==> src/rtl/dense_buf_reader.sv <==
// Read-side sequencer: streams a run of dense-buffer rows to the compute core, tagging the final beat with last.
// Latency: start at edge N -> rd_en_o in cycle N+1, m_valid_o in N+2, done_o in N+L+2 with ready held high.
// Backpressure: a 2-entry output FIFO; reads stall when it is full and not popping. Option macro DENSE_RD_PERF_EN adds stall_cnt_o.
module dense_buf_reader #(
    parameter int DATA_WIDTH = 128,
    parameter int ADDR_WIDTH = 6,
    parameter int DEPTH      = 60
) (
    input  logic                  clk,
    input  logic                  rst,
    input  logic                  start_i,
    input  logic [ADDR_WIDTH-1:0] base_addr_i,
    input  logic [ADDR_WIDTH:0]   len_i,
    input  logic                  abort_i,
    output logic                  rd_en_o,
    output logic [ADDR_WIDTH-1:0] rd_addr_o,
    input  logic [DATA_WIDTH-1:0] rd_data_i,
    output logic                  m_valid_o,
    input  logic                  m_ready_i,
    output logic [DATA_WIDTH-1:0] m_data_o,
    output logic                  m_last_o,
    output logic                  busy_o,
`ifdef DENSE_RD_PERF_EN
    output logic [15:0]           stall_cnt_o,
`endif
    output logic                  done_o
);

    typedef enum logic [1:0] {IDLE, ISSUE, DRAIN, DONE} state_t;

    localparam logic [ADDR_WIDTH:0]   CNT_ONE   = (ADDR_WIDTH+1)'(1);
    localparam logic [ADDR_WIDTH:0]   CNT_DEPTH = (ADDR_WIDTH+1)'(DEPTH);
    localparam logic [ADDR_WIDTH-1:0] ADDR_MAX  = ADDR_WIDTH'(DEPTH - 1);

    state_t                state, state_nxt;
    logic [ADDR_WIDTH:0]   remaining;
    logic [ADDR_WIDTH:0]   len_sat;
    logic [DATA_WIDTH-1:0] fifo_dat [2];
    logic [1:0]            fifo_last;
    logic                  wr_ptr, rd_ptr;
    logic [1:0]            count;
    logic                  push, pop, flush;
    logic                  accept_start;

    // Oversized lengths are clamped to a full buffer sweep.
    assign len_sat      = (len_i > CNT_DEPTH) ? CNT_DEPTH : len_i;
    assign accept_start = (state == IDLE) && start_i;
    assign m_valid_o    = (count != 2'd0);
    assign pop          = m_valid_o && m_ready_i;
    assign push         = rd_en_o;
    assign m_data_o     = fifo_dat[rd_ptr];
    assign m_last_o     = fifo_last[rd_ptr];

    // Next-state and Moore/Mealy outputs; abort wins over normal progress.
    always_comb begin
        state_nxt = state;
        rd_en_o   = 1'b0;
        busy_o    = 1'b0;
        done_o    = 1'b0;
        flush     = 1'b0;
        case (state)
            IDLE: begin
                if (start_i) begin
                    state_nxt = (len_i == '0) ? DONE : ISSUE;
                end
            end
            ISSUE: begin
                busy_o  = 1'b1;
                rd_en_o = (count != 2'd2) || pop;
                if (abort_i) begin
                    flush     = 1'b1;
                    state_nxt = DONE;
                end else if (rd_en_o && (remaining == CNT_ONE)) begin
                    state_nxt = DRAIN;
                end
            end
            DRAIN: begin
                busy_o = 1'b1;
                if (abort_i) begin
                    flush     = 1'b1;
                    state_nxt = DONE;
                end else if ((count == 2'd0) || ((count == 2'd1) && pop && m_last_o)) begin
                    state_nxt = DONE;
                end
            end
            DONE: begin
                done_o    = 1'b1;
                state_nxt = IDLE;
            end
            default: state_nxt = IDLE;
        endcase
    end

    // State register.
    always_ff @(posedge clk) begin
        if (rst) begin
            state <= IDLE;
        end else begin
            state <= state_nxt;
        end
    end

    // Run bookkeeping: load base/length on start, advance address with wrap on every issued read.
    always_ff @(posedge clk) begin
        if (rst) begin
            rd_addr_o <= '0;
            remaining <= '0;
        end else if (accept_start) begin
            rd_addr_o <= base_addr_i;
            remaining <= len_sat;
        end else if (rd_en_o) begin
            remaining <= remaining - CNT_ONE;
            rd_addr_o <= (rd_addr_o == ADDR_MAX) ? '0 : rd_addr_o + ADDR_WIDTH'(1);
        end
    end

    // FIFO pointers and occupancy; abort flushes everything in flight.
    always_ff @(posedge clk) begin
        if (rst || flush) begin
            wr_ptr <= 1'b0;
            rd_ptr <= 1'b0;
            count  <= 2'd0;
        end else begin
            if (push) wr_ptr <= ~wr_ptr;
            if (pop)  rd_ptr <= ~rd_ptr;
            case ({push, pop})
                2'b10:   count <= count + 2'd1;
                2'b01:   count <= count - 2'd1;
                default: count <= count;
            endcase
        end
    end

    // FIFO storage; a slot is only written when it is free or being popped, so the head stays stable under backpressure.
    always_ff @(posedge clk) begin
        if (rst) begin
            for (int i = 0; i < 2; i++) begin
                fifo_dat[i] <= '0;
            end
            fifo_last <= '0;
        end else if (push && !flush) begin
            fifo_dat[wr_ptr]  <= rd_data_i;
            fifo_last[wr_ptr] <= (remaining == CNT_ONE);
        end
    end

`ifdef DENSE_RD_PERF_EN
    // Count stalled beats during a run; cleared on start, saturating, held afterwards.
    always_ff @(posedge clk) begin
        if (rst || accept_start) begin
            stall_cnt_o <= '0;
        end else if (busy_o && m_valid_o && !m_ready_i && (stall_cnt_o != 16'hFFFF)) begin
            stall_cnt_o <= stall_cnt_o + 16'd1;
        end
    end
`endif

endmodule

==> config.mk <==
export PLATFORM = sky130hd
export DESIGN_NAME = dense_buf_reader
export DESIGN_NICKNAME = d
export VERILOG_FILES = /design/src/rtl/dense_buf_reader.sv
export SDC_FILE = /design/constraint.sdc
export NUM_CORES = 1
export LEC_CHECK = 0
export BUFFER_PORTS_ARGS = -buffer_cell sky130_fd_sc_hd__buf_2
export CORE_ASPECT_RATIO = 1.2
export CORE_MARGIN = 10
export CORE_UTILIZATION = 25
export DETAILED_ROUTE_END_ITERATION = 16
export SYNTH_ARGS = -nofsm -noshare
export SYNTH_HDL_FRONTEND = slang
export SYNTH_SLANG_ARGS = --single-unit
==> constraint.sdc <==
create_clock -name clk -period 5.6 [get_ports clk]
set_input_delay 0.28 -clock clk [delete_from_list [all_inputs] [get_ports clk]]
set_output_delay 0.28 -clock clk [all_outputs]
set_load 0.05 [all_outputs]
==> qor.txt <==
Outcome: finished clean
CTS tree: yes
Post-synthesis simple-gate area fraction: 0.1588
Nets: 1408
Post-synthesis compound-gate area fraction: 0.01955
Cells after Synth: 841
Final wirelength: 32290 microns
Cell internal pwr: 5.103 mW
Hold Crit Depth: 2
CP peak stage delay: 0.51 ns
H-Tree Depth: 1
Leakage: 6.783 nW
Final hold viol count: 0
Worst-margin pin slew: 1.058 ns
Clk_skew: 0.006268 ns
Post-synth top area share: 0.6289
Fillers: 4712
Share of layout cells above drive strength 1: 0.3744
Largest family of logic cells by synthesized area: simple AND/OR/NAND/NOR gates
Sw Pwr: 3.695 mW
Later-pin clock latency in the skew report: 0.56 ns
Endpoints failing setup: 0
Syn_nets: 999
# rows: 88
First-pass GRT wire length: 49270 microns
Syn avg cell area: 14.53 sq um
Syn Std Cell Area: 12220 sq um
Sw frac: 0.4200
Critical path class: reg -> reg
Commonest non-fill, non-tap cell in the layout: buf_2
Clock group share of total power: 0.228
Clock sinks: 278
# Post-CTS Setup Buffers: 0
Logic pwr share: 0.423
Post-synth EDFFs: 256
First-pass detailed-route iteration total: 4
R2R setup slack: 2.21 ns
Setup crit start: count[0]$_SDFFE_PP0P_
Slew HR: 0.2945
PortBufs: 284
Worst r2r path cells: 8
Synth warn: 0
Finished Core Util: 0.3459
Gr usage total: 0.1053
Area of the multi-input gates: 3892 sq um
Overflow after GRT: 0
Fmax: 295.4 MHz
Final HPWL DP: 20180 microns
Max Transition Viols Final: 0
IO Pins: 285
Synth unique cells: 41
Max Cap Viol: 0
Adder-cell share of the synthesized area: 0.01228
Initial DRC Count: 427
Worst setup EP type: flip-flop
Part of the power in registers: 0.349
Root Buffer: clkbuf_16
Synth Flop Type: edfxtp_1
Final setup TNS: 0 ns
Width of the chip: 221.9 microns
Clk buf depth: 3
Core Footprint: 48230 sq um
Post-synthesis mux area share: 0.1205
CP Launch Type: flip-flop
DIE AREA: 58170 sq um
FF/Latch Area: 8132 sq um
CTS Hold Buffers Added: 132
Vias in the first global route: 8735
CP max stage cell: buf_12
DR DRC count: 0
DRT antenna net count: 0
Most frequent cells in the layout: 284 x buf_2, 257 x and2_1, 256 x edfxtp_1, 132 x dlygate4sd3_1, 129 x mux2_2
Vias: 8065
Arrival @ worst endpoint: 3.58 ns
Worst hold path type: in -> reg
DIE HEIGHT: 262.2 microns
Hold WS: 0.03607 ns
Cell Pwr Density: 527.4 nW/um^2
Worst-path clk slew: 0.07 ns
Hold_sp: rd_data_i[112]
Worst VDD drop: 0.3141 mV
Layout Area Growth over Synthesis: 36.48%
RePlAce Congestion: 0.7385
DR WL/cell: 16.95 microns
Post-synthesis sequential area ratio: 0.6650
Yosys reg bits: 278
Xor/xnor cell area share of the yosys netlist: 0.005732
Top cells by area, synth: edfxtp_1 63%, and2_1 13%, mux2_2 12%
Fraction of registers with async set or reset after synthesis: 0
Initial cell density of the core: 0.2535
CP dominant cell by count: inv_1
Period utilisation layout: 0.6045
Required time of the critical path: 5.79 ns
Pin count of the biggest net entering global routing: 99
Vias per cell: 4.234
Post-synth top area cell: edfxtp_1
Cell Chain, Critical Path: inv_1, ha_1, nor2b_1, o21ai_2, inv_1, nand3_1, nand2b_4, buf_12
Start of the worst register-to-register path: count[0]$_SDFFE_PP0P_
RSZ-0062 raised after global routing: false
CTS buffer count: 30
Final Critical Period: 3.385 ns
Initial antenna violation count: 3
CTS-repair resized insts: 0
Worst-path maximum fanout: 97
synthesized netlist by cell type, types with 2 or more instances:
master	n
and2_1	257
edfxtp_1	256
a211oi_1	8
nand2_1	10
a21oi_1	3
inv_1	11
dfxtp_1	22
ha_1	12
clkbuf_1	41
o211ai_1	4
a311oi_1	4
xor2_1	4
or3_2	2
nor2b_1	2
nand3_1	5
buf_2	4
nor3b_1	3
mux2i_1	2
nor3_1	13
o21ai_0	5
xnor2_1	4
buf_1	2
mux2_2	129
nor2_1	19
nand2b_1	3
cells by family after synthesis:
| kind of cell | count (synthesis) |
|---|---|
| AO/OA/AOI/OAI | 33 |
| XOR/XNOR | 8 |
| adder cells (fa/ha/maj) | 12 |
| buffers and inverters | 58 |
| flip-flops | 278 |
| multiplexers | 131 |
| AND/OR/NAND/NOR | 321 |
per-layer routing:
metal | part of all wire | GRT usage
met1 | 0.41 | 0.1201
met2 | 0.50 | 0.1894
met3 | 0.066 | 0.02756
met4 | 0.021 | 0.02919
met5 | 0.00065 | 0
critical path, delay by kind of cell (launching register included):
| kind | cells | cell delay, ns |
|---|---|---|
| buf+inv | 3 | 0.90 |
| simple gates | 3 | 1.14 |
| fa+ha+maj | 1 | 0.23 |
| flops | 1 | 0.37 |
| compound gates | 1 | 0.22 |
worst paths after layout:
check | end
worst max register to register | fifo_dat[1][116]$_SDFFCE_PN0P_
worst min register to register | fifo_last[0]$_SDFFE_PP0P_
worst max-delay path | fifo_dat[1][116]$_SDFFCE_PN0P_
worst min-delay path | fifo_dat[1][112]$_SDFFCE_PN0P_
registers in the layout (all words and copies together) (netlist names), named ones only:
register and cells:
count 2, rd_ptr 1, wr_ptr 1, state 2
fifo_dat 256, rd_addr_o 6, fifo_last 2, remaining 7
power groups by stage:
stage                     logic [mW]  registers (mW)  clock network [mW]
final                           3.72            3.07                2.01
after global placement          3.69            3.10                   0
after floorplan                 2.81            3.09                   0
after global routing            3.93            3.13                2.17
after CTS                       3.79            3.08                2.09
after detailed placement        3.70            3.13                   0
layout make-up:
cell class | instances | area share
diodes | 1 | 0.0001500
clock buffers | 36 | 0.04763
clock inverters | 20 | 0.01223
inverters | 11 | 0.002475
multi-input cells | 505 | 0.2333
flip-flops and latches | 278 | 0.4874
well taps | 630 | 0.04725
repair buffers | 424 | 0.1695
through the flow:
step / power (mW) / worst slack [ns] / cell area [sq um] / cells
after global routing: 9.230 / 1.909 / 16680 / 1905
final: 8.798 / 2.215 / 16680 / 1905
after detailed placement: 6.822 / 2.202 / 14360 / 1716
after global placement: 6.791 / 2.313 / 14360 / 1716
after floorplan: 5.896 / 0.5725 / 12220 / 841
after CTS: 8.957 / 2.187 / 16680 / 1904
(Power assumes the default switching activity.)
